$ cat src/rtl/park_pkg.sv
// Shared definitions for the parking gate controller: FSM state encoding,
// lane direction constants and default sizing.
// Imported by park_rr_arb and park_gate_ctrl.
package park_pkg;

    // Barrier sequencing phases.
    typedef enum logic [1:0] {
        ST_IDLE  = 2'd0,
        ST_RAISE = 2'd1,
        ST_PASS  = 2'd2,
        ST_LOWER = 2'd3
    } state_e;

    // Lane direction: which lane owns the current barrier cycle.
    typedef enum logic {
        DIR_IN  = 1'b0,
        DIR_OUT = 1'b1
    } dir_e;

    localparam int DEF_CAPACITY    = 9;
    localparam int DEF_OPEN_CYCLES = 8;

    // Round-robin helper: the direction that did not win last time.
    function automatic dir_e other_dir(input dir_e d);
        return (d == DIR_IN) ? DIR_OUT : DIR_IN;
    endfunction

endpackage : park_pkg

$ cat src/rtl/park_gate_ctrl_if.sv
// Lane-side bundle for the parking gate controller.
// master: lane sensors/debouncers (drive requests and car_pass, observe grants,
//         barrier command, occupancy and flags); slave: the controller itself.
interface park_gate_ctrl_if #(
    parameter int CNT_W = 4
);
    logic             entry_req;   // entry lane request, level, held until grant_in
    logic             exit_req;    // exit lane request, level, held until grant_out
    logic             car_pass;    // single-cycle pulse when a car clears the gate
    logic             grant_in;    // one-cycle pulse: entry granted
    logic             grant_out;   // one-cycle pulse: exit granted
    logic             gate_cmd;    // barrier up command
    logic             busy;        // controller not idle
    logic [CNT_W-1:0] occupancy;   // current car count (feeds the display path)
    logic             full;        // occupancy == CAPACITY
    logic             empty;       // occupancy == 0
    logic             timeout;     // one-cycle pulse on pass-phase abort

    modport master (
        output entry_req, exit_req, car_pass,
        input  grant_in, grant_out, gate_cmd, busy, occupancy, full, empty, timeout
    );

    modport slave (
        input  entry_req, exit_req, car_pass,
        output grant_in, grant_out, gate_cmd, busy, occupancy, full, empty, timeout
    );

endinterface : park_gate_ctrl_if

$ cat src/rtl/park_rr_arb.sv
// Two-requester round-robin arbiter (entry vs exit lane).
// Latency: winner is combinational from the requests; rr_last updates on the upd edge.
// Backpressure: none; the caller strobes upd only when it actually consumes the winner.
// Ports: clk, reset (async, active-high), req_in/req_out (eligible requests),
//        upd (commit winner), win_vld/win_dir (winner present / its direction).
module park_rr_arb
    import park_pkg::*;
(
    input  logic clk,
    input  logic reset,
    input  logic req_in,
    input  logic req_out,
    input  logic upd,
    output logic win_vld,
    output dir_e win_dir
);

    dir_e rr_last_q;
    dir_e rr_last_d;

    always_comb begin
        win_vld = req_in | req_out;
        win_dir = DIR_IN;
        if (req_in && req_out) begin
            // Tie: the lane that did not win last time goes first.
            win_dir = other_dir(rr_last_q);
        end else if (req_out) begin
            win_dir = DIR_OUT;
        end
    end

    always_comb begin
        rr_last_d = rr_last_q;
        if (upd && win_vld) begin
            rr_last_d = win_dir;
        end
    end

    // Reset to OUT so the very first tie is awarded to the entry lane.
    always_ff @(posedge clk or posedge reset) begin
        if (reset) begin
            rr_last_q <= DIR_OUT;
        end else begin
            rr_last_q <= rr_last_d;
        end
    end

endmodule : park_rr_arb

$ cat src/rtl/park_gate_ctrl.sv
// Single-lane parking gate controller: arbitrates entry/exit, sequences the barrier, owns occupancy.
// Latency: grant and gate_cmd one edge after an eligible request in IDLE; occupancy one edge after car_pass.
// Backpressure: requests are not queued; an ineligible or busy-time request is simply not granted.
//
// Ports: clk, reset (async, active-high), bus (park_gate_ctrl_if.slave) carrying
//        entry_req/exit_req/car_pass in and grant_in/grant_out/gate_cmd/busy/
//        occupancy/full/empty/timeout out.
// Optional macro PARK_TIMEOUT_EN: bounds the PASS phase to TIMEOUT_CYCLES and
// pulses timeout on abort; without it PASS waits for car_pass indefinitely.
module park_gate_ctrl
    import park_pkg::*;
#(
    parameter int CAPACITY       = DEF_CAPACITY,
    parameter int CNT_W          = 4,
    parameter int OPEN_CYCLES    = DEF_OPEN_CYCLES,
    parameter int TIMEOUT_CYCLES = 1000,
    parameter int TIMER_W        = 10
) (
    input  logic             clk,
    input  logic             reset,
    park_gate_ctrl_if.slave  bus
);

    // Reject configurations the counters cannot represent.
    if (((2 ** CNT_W) <= CAPACITY) || (OPEN_CYCLES < 1) ||
        ((2 ** TIMER_W) < OPEN_CYCLES) || ((2 ** TIMER_W) < TIMEOUT_CYCLES)) begin : g_bad_cfg
        $error("park_gate_ctrl: inconsistent CAPACITY/CNT_W/OPEN_CYCLES/TIMEOUT_CYCLES/TIMER_W");
    end

    localparam logic [CNT_W-1:0]   OCC_MAX    = CNT_W'(CAPACITY);
    localparam logic [TIMER_W-1:0] OPEN_LAST  = TIMER_W'(OPEN_CYCLES - 1);
`ifdef PARK_TIMEOUT_EN
    localparam logic [TIMER_W-1:0] PASS_LAST  = TIMER_W'(TIMEOUT_CYCLES - 1);
`endif

    state_e             state_q,     state_d;
    dir_e               dir_q,       dir_d;
    logic [TIMER_W-1:0] timer_q,     timer_d;
    logic [CNT_W-1:0]   occ_q,       occ_d;
    logic               grant_in_q,  grant_in_d;
    logic               grant_out_q, grant_out_d;
`ifdef PARK_TIMEOUT_EN
    logic               timeout_q,   timeout_d;
`endif

    logic full_w;
    logic empty_w;
    logic is_idle;
    logic elig_in;
    logic elig_out;
    logic win_vld;
    dir_e win_dir;
    logic arb_upd;

    // Flags come straight from the registered count.
    assign full_w  = (occ_q == OCC_MAX);
    assign empty_w = (occ_q == '0);
    assign is_idle = (state_q == ST_IDLE);

    // Eligibility keeps occupancy inside 0..CAPACITY; only IDLE arbitrates.
    assign elig_in  = is_idle && bus.entry_req && !full_w;
    assign elig_out = is_idle && bus.exit_req  && !empty_w;

    park_rr_arb u_arb (
        .clk     (clk),
        .reset   (reset),
        .req_in  (elig_in),
        .req_out (elig_out),
        .upd     (arb_upd),
        .win_vld (win_vld),
        .win_dir (win_dir)
    );

    always_comb begin
        state_d     = state_q;
        dir_d       = dir_q;
        timer_d     = timer_q;
        occ_d       = occ_q;
        grant_in_d  = 1'b0;
        grant_out_d = 1'b0;
        arb_upd     = 1'b0;
`ifdef PARK_TIMEOUT_EN
        timeout_d   = 1'b0;
`endif

        unique case (state_q)
            ST_IDLE: begin
                if (win_vld) begin
                    state_d     = ST_RAISE;
                    dir_d       = win_dir;
                    timer_d     = '0;
                    arb_upd     = 1'b1;
                    // Registered so the grant pulse lands in the first RAISE cycle.
                    grant_in_d  = (win_dir == DIR_IN);
                    grant_out_d = (win_dir == DIR_OUT);
                end
            end

            ST_RAISE: begin
                if (timer_q == OPEN_LAST) begin
                    state_d = ST_PASS;
                    timer_d = '0;
                end else begin
                    timer_d = timer_q + TIMER_W'(1);
                end
            end

            ST_PASS: begin
                // car_pass takes priority over an expiring pass timer.
                if (bus.car_pass) begin
                    state_d = ST_LOWER;
                    timer_d = '0;
                    // Saturating update as a guard behind eligibility.
                    if (dir_q == DIR_IN) begin
                        if (occ_q != OCC_MAX) begin
                            occ_d = occ_q + CNT_W'(1);
                        end
                    end else begin
                        if (occ_q != '0) begin
                            occ_d = occ_q - CNT_W'(1);
                        end
                    end
                end
`ifdef PARK_TIMEOUT_EN
                else if (timer_q == PASS_LAST) begin
                    state_d   = ST_LOWER;
                    timer_d   = '0;
                    timeout_d = 1'b1;
                end else begin
                    timer_d = timer_q + TIMER_W'(1);
                end
`endif
            end

            ST_LOWER: begin
                if (timer_q == OPEN_LAST) begin
                    state_d = ST_IDLE;
                    timer_d = '0;
                end else begin
                    timer_d = timer_q + TIMER_W'(1);
                end
            end

            default: begin
                state_d = ST_IDLE;
                timer_d = '0;
            end
        endcase
    end

    always_ff @(posedge clk or posedge reset) begin
        if (reset) begin
            state_q     <= ST_IDLE;
            dir_q       <= DIR_IN;
            timer_q     <= '0;
            occ_q       <= '0;
            grant_in_q  <= 1'b0;
            grant_out_q <= 1'b0;
        end else begin
            state_q     <= state_d;
            dir_q       <= dir_d;
            timer_q     <= timer_d;
            occ_q       <= occ_d;
            grant_in_q  <= grant_in_d;
            grant_out_q <= grant_out_d;
        end
    end

`ifdef PARK_TIMEOUT_EN
    always_ff @(posedge clk or posedge reset) begin
        if (reset) begin
            timeout_q <= 1'b0;
        end else begin
            timeout_q <= timeout_d;
        end
    end
    assign bus.timeout = timeout_q;
`else
    assign bus.timeout = 1'b0;
`endif

    // Barrier is up through RAISE and PASS; decoding it from the state register
    // means the async reset drops it immediately.
    assign bus.gate_cmd  = (state_q == ST_RAISE) || (state_q == ST_PASS);
    assign bus.busy      = !is_idle;
    assign bus.grant_in  = grant_in_q;
    assign bus.grant_out = grant_out_q;
    assign bus.occupancy = occ_q;
    assign bus.full      = full_w;
    assign bus.empty     = empty_w;

endmodule : park_gate_ctrl

$ cat src/flat_wrapper.sv
// flat-port wrapper written by rule: the top's interface ports become plain ports
module park_gate_ctrl_flat import park_pkg::*;
#(
    parameter int CAPACITY       = DEF_CAPACITY,
    parameter int CNT_W          = 4,
    parameter int OPEN_CYCLES    = DEF_OPEN_CYCLES,
    parameter int TIMEOUT_CYCLES = 1000,
    parameter int TIMER_W        = 10
)
  (clk, reset, bus_entry_req, bus_exit_req, bus_car_pass, bus_grant_in, bus_grant_out, bus_gate_cmd, bus_busy, bus_occupancy, bus_full, bus_empty, bus_timeout);
  park_gate_ctrl_if #(.CNT_W(CNT_W)) bus_i ();
  input  logic clk;
  input  logic reset;
  input wire logic [$bits(bus_i.entry_req)-1:0] bus_entry_req;
  input wire logic [$bits(bus_i.exit_req)-1:0] bus_exit_req;
  input wire logic [$bits(bus_i.car_pass)-1:0] bus_car_pass;
  output wire logic [$bits(bus_i.grant_in)-1:0] bus_grant_in;
  output wire logic [$bits(bus_i.grant_out)-1:0] bus_grant_out;
  output wire logic [$bits(bus_i.gate_cmd)-1:0] bus_gate_cmd;
  output wire logic [$bits(bus_i.busy)-1:0] bus_busy;
  output wire logic [$bits(bus_i.occupancy)-1:0] bus_occupancy;
  output wire logic [$bits(bus_i.full)-1:0] bus_full;
  output wire logic [$bits(bus_i.empty)-1:0] bus_empty;
  output wire logic [$bits(bus_i.timeout)-1:0] bus_timeout;
  assign bus_i.entry_req = bus_entry_req;
  assign bus_i.exit_req = bus_exit_req;
  assign bus_i.car_pass = bus_car_pass;
  assign bus_grant_in = bus_i.grant_in;
  assign bus_grant_out = bus_i.grant_out;
  assign bus_gate_cmd = bus_i.gate_cmd;
  assign bus_busy = bus_i.busy;
  assign bus_occupancy = bus_i.occupancy;
  assign bus_full = bus_i.full;
  assign bus_empty = bus_i.empty;
  assign bus_timeout = bus_i.timeout;
  park_gate_ctrl #(.CAPACITY(CAPACITY), .CNT_W(CNT_W), .OPEN_CYCLES(OPEN_CYCLES), .TIMEOUT_CYCLES(TIMEOUT_CYCLES), .TIMER_W(TIMER_W)) u_core (.clk(clk), .reset(reset), .bus(bus_i));
endmodule
$ cat config.mk
export PLATFORM = sky130hd
export DESIGN_NAME = park_gate_ctrl_flat
export DESIGN_NICKNAME = d
export VERILOG_FILES = /design/src/rtl/park_pkg.sv /design/src/rtl/park_gate_ctrl_if.sv /design/src/rtl/park_rr_arb.sv /design/src/rtl/park_gate_ctrl.sv /design/src/flat_wrapper.sv
export SDC_FILE = /design/constraint.sdc
export NUM_CORES = 1
export LEC_CHECK = 0
export CORE_MARGIN = 2
export CORE_UTILIZATION = 55
export CTS_CLUSTER_SIZE = 14
export DETAILED_ROUTE_END_ITERATION = 7
export GPL_ROUTABILITY_DRIVEN = 1
export PLACE_DENSITY = 0.8
export SETUP_SLACK_MARGIN = 0.1
export SYNTH_ARGS = -nofsm -noshare
export SYNTH_HDL_FRONTEND = slang
export SYNTH_SLANG_ARGS = --single-unit
export TNS_END_PERCENT = 30
$ cat constraint.sdc
create_clock -name clk -period 3.91 [get_ports clk]
set_clock_uncertainty 0.15 [all_clocks]
set_input_delay 0.391 -clock clk [delete_from_list [all_inputs] [get_ports clk]]
set_output_delay 0.391 -clock clk [all_outputs]
set_load 0.01 [all_outputs]
Word-level counts from Yosys, hierarchy flattened
Cells that the tools add are included.
{"block": "op_classes", "n_addsub": 3, "n_eq_ne": 11, "mux": 21, "bitwise": 2, "n_reduce_logical": 19}
{"cell": "two-way mux 10 bit", "count": 3}
{"cell": "case mux 10 bit (3 select lines)", "count": 1}
{"cell": "two-way mux 4 bit", "count": 3}
{"cell": "adder 10 x 1 -> 10 bit, second input constant", "count": 1}
{"cell": "== test 10 x 3 -> 1 bit, second input constant", "count": 1}
{"cell": "two-way mux 1 bit", "count": 9}
{"cell": "two-way mux 2 bit", "count": 4}
{"cell": "case mux 2 bit (4 select lines)", "count": 1}
{"cell": "AND reduction 4 bit", "count": 2}
{"cell": "logical AND 1 bit", "count": 6}
{"cell": "!= test 2 bit, second input constant", "count": 3}
{"cell": "adder 4 x 1 -> 4 bit, second input constant", "count": 1}
{"cell": "== test 2 bit, second input constant", "count": 2}
{"cell": "== test 4 bit, second input constant", "count": 1}
{"cell": "logical NOT 4 bit", "count": 1}
{"cell": "!= test 2 x 1 -> 1 bit, second input constant", "count": 2}
{"cell": "!= test 4 bit, second input constant", "count": 1}
{"cell": "AND reduction 2 bit", "count": 2}
{"cell": "nonzero test 4 bit", "count": 1}
{"cell": "subtractor 4 x 1 -> 4 bit, second input constant", "count": 1}
{"cell": "logical NOT 1 bit", "count": 3}
{"cell": "== test 2 x 1 -> 1 bit, second input constant", "count": 1}
{"cell": "logical NOT 2 bit", "count": 1}
{"cell": "nonzero test 2 bit", "count": 1}
{"cell": "other kinds (4)", "count": 4}
{"block": "totals", "reg_bits": 20, "wordCells": 63}

Depth between registers and ports, before layout
Gate-level depths: netlist of the first run.
{"block": "depth", "ltp_word": 8, "mapped_depth": 8, "depth_no_buf": 6}

Cells and area by module
From an unflattened synthesis of the first run, not the netlist that was laid out.
{"block": "hier_totals", "hier_cells": 128, "hier_area_um2": 1238.7}
{"module": "park_gate_ctrl", "instances": 1, "cells_each": 122, "area_each_um2": 1183.6, "seq_area_each_um2": 475.5}
{"module": "park_rr_arb", "instances": 1, "cells_each": 6, "area_each_um2": 55.1, "seq_area_each_um2": 26.3}

Worst setup path after synthesis of the first run
No wires, ideal clock.
{"block": "synth_timing", "path_type": "register to register", "start": "reg u_core.occ_q[3], in the netlist u_core.bus.occupancy[3]", "end": "reg u_core.timer_q[3]", "arrival_ps": 2081, "slack_ps": 1553, "path_stages_with_launch": 8, "path_cell_list": "dfrtp_1 > buf_6 > or4_4 > a221o_1 > buf_6 > and3b_1 > buf_6 > a221o_1"}
{"block": "synth_via", "elab_chain_len": 6, "elab_cells_between_ends": 9}
{"item": "from (decl)", "line": "park_gate_ctrl.sv:39", "source": "logic [CNT_W-1:0] occ_q, occ_d;"}
{"item": "from (signal assigned)", "line": "park_gate_ctrl.sv:156", "source": "occ_q <= '0;"}
{"item": "from (signal assigned)", "line": "park_gate_ctrl.sv:163", "source": "occ_q <= occ_d;"}
{"item": "== test 4 bit / logical NOT 4 bit (equally long branches)", "line": "park_gate_ctrl.sv:56, park_gate_ctrl.sv:57"}
{"item": "logical NOT 1 bit (on tied branches)", "line": "park_gate_ctrl.sv:61, park_gate_ctrl.sv:62"}
{"item": "logical AND 1 bit (on tied branches)", "line": "park_gate_ctrl.sv:61, park_gate_ctrl.sv:62"}
{"item": "bitwise OR 1 bit *", "line": "park_rr_arb.sv:22", "source": "win_vld = req_in | req_out;"}
{"item": "!= test 2 bit (no source line) *"}
{"item": "AND reduction 2 bit (no source line) *"}
{"item": "to (signal assigned)", "line": "park_gate_ctrl.sv:162", "source": "timer_q <= timer_d;"}
{"item": "to (decl)", "line": "park_gate_ctrl.sv:38", "source": "logic [TIMER_W-1:0] timer_q, timer_d;"}
Mark *: on every way between the ends. The rest lies on a longest branch, timed or not.
A chain may end at the register's enable or synchronous reset.

Worst setup path after layout of the first run
{"block": "layout_timing", "start": "reg u_core.occ_q[3], in the netlist u_core.bus.occupancy[3]", "end": "out bus_empty"}
{"block": "layout_via", "elab_chain_len": 1}
{"item": "logical NOT 4 bit", "line": "park_gate_ctrl.sv:57", "source": "assign empty_w = (occ_q == '0);"}
{"item": "to (decl)", "line": "flat_wrapper.sv:23", "source": "output wire logic [$bits(bus_i.empty)-1:0] bus_empty;"}
No other way between the ends.

==> results of run 1 <==
-- final timing paths --
| check | end | slack (ns) | from |
|---|---|---|---|
| min | u_core.timer_q[2]$_DFFE_PP0P_ | 0.37 | reset |
| min reg2reg | u_core.u_arb.rr_last_q$_DFFE_PP1P_ | 0.38 | u_core.u_arb.rr_last_q$_DFFE_PP1P_ |
| min in group clk | u_core.u_arb.rr_last_q$_DFFE_PP1P_ | 0.38 | u_core.u_arb.rr_last_q$_DFFE_PP1P_ |
| max reg2reg | u_core.timer_q[8]$_DFFE_PP0P_ | 1.46 | u_core.bus.occupancy[3]$_DFFE_PP0P_ |
| max in group asynchronous | u_core.timer_q[6]$_DFFE_PP0P_ | 2.74 | reset |
| max | bus_empty | 1.46 | u_core.bus.occupancy[3]$_DFFE_PP0P_ |
-- state kept, by name (all words and copies together) (netlist names) --
signal                  count
u_core.bus.occupancy        4
u_core.state_q              2
u_core.bus.grant_in         1
u_core.u_arb.rr_last_q      1
u_core.timer_q             10
u_core.bus.grant_out        1
u_core.dir_q                1
-- routing by layer --
metal | track usage | vias to the layer above | wire length (µm)
li1 | - | 479 | -
met1 | 0.276 | 465 | 1110
met2 | 0.333 | 25 | 1150
met3 | 0.0374 | 5 | 106
met4 | 0.105 | 0 | 39
met5 | 0 | - | 0
-- placed cells by master (no fill, tap or decap), drive strengths merged --
cell           synthesis  final
a21boi                 1      1
a21o                   3      3
a21oi                  4      4
a221o                  3      3
a22o                   7      7
a311oi                 1      1
and2                   2      2
and3                   2      2
and3b                  2      2
clkbuf                 1      4
clkdlybuf4s50          0     14
conb                   1      1
dfrtp                 19     19
dfstp                  1      1
fa                     1      1
ha                     7      7
inv                   10     10
mux2                   3      3
mux2i                  1      1
nand2                  9      9
nand2b                 1      1
nand3                  3      3
nand4                  3      3
nand4bb                1      1
nor2                   8      8
nor2b                  3      3
nor3                   4      4
nor3b                  2      2
nor4                   2      2
o211a                  1      1
o211ai                 6      6
o21ai                  1      1
o32ai                  1      1
or3                    1      1
or4                    2      2
or4b                   1      1
xnor2                  2      2
-- critical path, cell delays in order, from the launching register on --
cell             delay, ns
dfrtp_1               0.49
or4_4                 0.52
inv_1                 0.07
clkdlybuf4s50_1       0.52
-- stage by stage --
stage	instances	instance area [µm²]	hold slack, ns	util	power, mW
2_1_floorplan	124	1250	0.204	-	0.752
3_3_place_gp	161	1380	0.363	0.632	0.885
3_5_place_dp	161	1380	0.368	0.632	0.903
4_1_cts	165	1420	0.383	0.648	1.03
5_1_grt	165	1420	0.394	0.648	1.10
6_report	165	1420	0.374	0.648	1.02
-- report_power, final --
group	switching [mW]	internal (mW)	total, mW	leakage, nW
Clock	0.0642	0.0567	0.121	0.0210
Sequential	0.0715	0.269	0.340	0.255
Combinational	0.273	0.282	0.555	0.415
-- cell families (layout without fill, tap and decap cells) --
family,count (synthesis),after routing,share of synthesized area
muxes,4,4,0.0349
and+or+nand+nor,46,46,0.207
other,1,1,0.00299
adders and majority gates,8,8,0.0858
DFF,20,20,0.400
xor gates and xnor gates,2,2,0.0140
buffers and inverters,15,28,0.0659
AOI/OAI and AO/OA,28,28,0.190
-- area by class of cell --
cell class	instances	area share
flip-flops and latches	20	0.353
repair buffers	14	0.0987
well taps	28	0.0247
inverters	10	0.0264
clock buffers	4	0.0256
multi-input cells	89	0.471
==> reports/summary.txt, run 1 <==
1st-pass router iterations: 4
Die Wd: 51.7 µm
maxcap violations: 0
via/cell ratio: 5.90
Mapped Cells: 124
total setup buffers inserted after CTS: 0
routed via count: 974
post-synth top area cell: dfrtp_1
Fin. Hold Viols: 0
Synth Cell Area: 1250 µm²
Worst Setup Path Type: reg -> out
Tcrit/Tclk final: 0.628
ys async rst share: 1.00
die area: 2680 µm²
Gates resized, CTS repair: 0
Ports: 16
clk buf depth: 2
Congestion Overflow GR: 0
post-synth cell types: 39
Hold Path Class: in -> async
vias in the first global route: 970
drt total wl: 2410 µm
sum of negative setup slack: 0 ns
Core Region: 2190 µm²
sequential area share after synthesis: 0.400
register bit count reported by yosys: 20
Final Worst Setup Slack: 1.46 ns
initial antenna violation count: 0
first-pass GRT wire length: 4230 µm
CP Max Fanout: 10
CTS Sinks: 20
Routed WL per cell: 14.6 µm
Starting Density: 0.572
CP arrival: 1.91 ns
most numerous cell in the Yosys netlist: dfrtp_1
Clk pin slew, worst setup/hold paths: 0.12 ns
Final Wtd Congestion: 0.897
Syn-to-layout area delta: 13.3%
Slew Limit Fails: 0
WP data required: 3.37 ns
CTS Buf Count: 3
endpoints failing setup: 0
Peak VDD IR: 0.480 mV
clock latency on the worst-skew pair: 0.30 ns
Synth area leaders: dfrtp_1 38%, ha_1 7.0%, a22o_1 4.9%
CTS tree: yes
die height: 51.7 µm
RSZ-0062 raised after global routing: no
fillers: 183
Min Clock Period, post-route: 2.45 ns
largest net degree at the start of global routing: 21
post-synthesis net count: 137
global-route usage over all layers: 0.210
Net count, final: 151
area of the multi-input gates: 669 µm²
crit path launch type: register
FF-to-FF path depth: 4
Commonest cells post-synth: 19 x dfrtp_1, 10 x inv_1, 9 x nand2_1
FP Rows: 17
clk root buf: clkbuf_4
Slew headroom: 0.474
Slew @ Worst Pin: 0.788 ns
outcome: complete, no violations
Synth Flop Type: dfrtp_1
Residual DRC: 0
IO buf count: 14
Reg area: 502 µm²
layout cell share with drive strength beyond 1: 0.0803
H-tree Lvls: 1
Worst Setup End Kind: output port
number of DRC markers in iteration 0: 20
Pwr Density: 716 nW/µm²
pre-CTS setup slack: 1.49 ns
top achievable clock speed: 408 MHz
DPL Wire Length: 1780 µm
average cell area after synthesis: 10.1 µm²
antenna-violating nets left: 0
Hold Buf Count CTS: 0
EDFF count, synth: 0
Warnings, synthesis: 0
Pleak: 0.691 nW
Diodes inserted: 0
top-area cell type share of the netlist area: 0.379
No activity file was read; power rests on OpenSTA's default activity.
==> run 2, diff against run 1 <==
Settings changed: CORE_UTILIZATION 55 to 49, PLACE_DENSITY 0.8 to 0.76.
Clock period 3.91 ns to 2.1 ns, I/O delays scaled along.
==> reports/summary.txt, run 2 (synthesis results as in run 1) <==
Syn-to-layout area delta: 29.7%
Residual DRC: 0
die area: 2980 µm²
Worst Setup Path Type: reg -> reg
Pwr Density: 1390 nW/µm²
WP data required: 2.14 ns
Total Power: 2.26 mW
CTS tree: yes
Starting Density: 0.511
DP Area: 1520 µm²
fillers: 188
Core Region: 2450 µm²
endpoints failing setup: 3
Clk pin slew, worst setup/hold paths: 0.11 ns
FP Rows: 18
Routed WL per cell: 16.0 µm
CTS Buf Count: 3
Design Area, Final: 1630 µm²
H-tree Lvls: 1
CTS Sinks: 20
Final Wtd Congestion: 0.817
failing checks: setup timing
clock latency on the worst-skew pair: 0.30 ns
first-pass GRT wire length: 4600 µm
Diodes inserted: 0
initial antenna violation count: 0
CP arrival: 2.22 ns
Ports: 16
sum of negative setup slack: -0.155 ns
Largest Register: u_core.timer_q
IO buf count: 14
via/cell ratio: 5.83
Final Worst Setup Slack: -0.0719 ns
clk buf depth: 2
Hold Buf Count CTS: 0
Hold Path Class: in -> async
outcome: finished, violations left
max reg flops: 10
antenna-violating nets left: 0
Die Wd: 54.6 µm
Net count, final: 173
1st-pass router iterations: 4
Pleak: 0.818 nW
RSZ-0062 raised after global routing: yes
number of DRC markers in iteration 0: 36
clk root buf: clkbuf_4
Tcrit/Tclk final: 1.03
vias in the first global route: 1,050
most frequent cells in the layout: 19 x buf_4, 19 x dfrtp_1, 10 x inv_1, 10 x clkdlybuf4s50_1, 9 x nand2_1
DPL Wire Length: 2050 µm
die height: 54.6 µm
crit path launch type: register
Congestion Overflow GR: 0
Worst Setup End Kind: register
drt total wl: 3030 µm
Min Clock Period, post-route: 2.17 ns
maxcap violations: 0
routed via count: 1,102
top achievable clock speed: 460 MHz
Slew Limit Fails: 0
largest net degree at the start of global routing: 21
Peak VDD IR: 1.05 mV
global-route usage over all layers: 0.214
CP Max Fanout: 5
Final Util: 0.663
layout cell share with drive strength beyond 1: 0.252
hold_ws: 0.0741 ns
Fin. Hold Viols: 0
## run 2: cell count changes in the layout (fill, tap and decap cells not counted), moves of 2 or more
cell / before / now
buf_4: 0 / 19
clkdlybuf4s50_1: 14 / 10
and3b_2: 0 / 2
buf_2: 0 / 2
mux2_2: 3 / 1
mux2_4: 0 / 2
## run 2: area by class of cell
| type | instances | area (µm²) | area share |
|---|---|---|---|
| Sequential cell | 20 | 502 | 0.308 |
| Inverter | 10 | 37.5 | 0.0231 |
| Multi-Input combinational cell | 90 | 733 | 0.451 |
| Timing Repair Buffer | 35 | 290 | 0.178 |
| Clock buffer | 4 | 26.3 | 0.0162 |
| Tap cell | 30 | 37.5 | 0.0231 |
## run 2: power breakdown
part / switching, mW / internal, mW / total, mW
combinational: 0.708 / 0.783 / 1.49
sequential: 0.0824 / 0.501 / 0.584
clock: 0.116 / 0.0741 / 0.190
## run 2: worst paths after layout
| path | to | start | slack, ns | depth (start not counted) |
|---|---|---|---|---|
| worst max-delay path | u_core.timer_q[8]$_DFFE_PP0P_ | u_core.bus.occupancy[2]$_DFFE_PP0P_ | -0.07 | 4 |
| worst min-delay path | u_core.timer_q[2]$_DFFE_PP0P_ | reset | 0.07 | 3 |
| worst max register to register | u_core.timer_q[8]$_DFFE_PP0P_ | u_core.bus.occupancy[2]$_DFFE_PP0P_ | -0.07 | 4 |
| worst min register to register | u_core.u_arb.rr_last_q$_DFFE_PP1P_ | u_core.u_arb.rr_last_q$_DFFE_PP1P_ | 0.38 | 1 |
| max in group asynchronous | u_core.u_arb.rr_last_q$_DFFE_PP1P_ | reset | 1.46 | 3 |
| min in group clk | u_core.bus.grant_out$_DFF_PP0_ | bus_exit_req | 0.38 | 3 |
## run 2: worst max-delay path: stages, from the launching register on
cell	delay, ns
dfrtp_1	0.40
or4_4	0.54
a221o_1	0.41
and3b_2	0.27
a221o_1	0.31
## run 2: per-stage QoR
| stage | std cells | setup WS [ns] |
|---|---|---|
| 6_report | 189 | -0.0719 |
| 5_1_grt | 189 | -0.126 |
| 4_1_cts | 185 | -0.0498 |
| 3_5_place_dp | 181 | -0.0886 |
| 3_3_place_gp | 181 | -0.0869 |
| 2_1_floorplan | 124 | -0.187 |
## run 2: timing repair
item | in CTS | in global routing
gates cloned | 0 | 2
resized for setup | 10 | 10
buffers inserted | 0 | 2
setup endpoints to repair | 15 | 15
pin swaps | 4 | 8
## run 2: per-layer routing
layer,GRT usage,vias to the layer above,part of all wire
met5,0,-,0
met4,0.0542,0,0.0089
met3,0.0492,5,0.048
met2,0.379,34,0.53
met1,0.258,539,0.41
li1,-,524,-
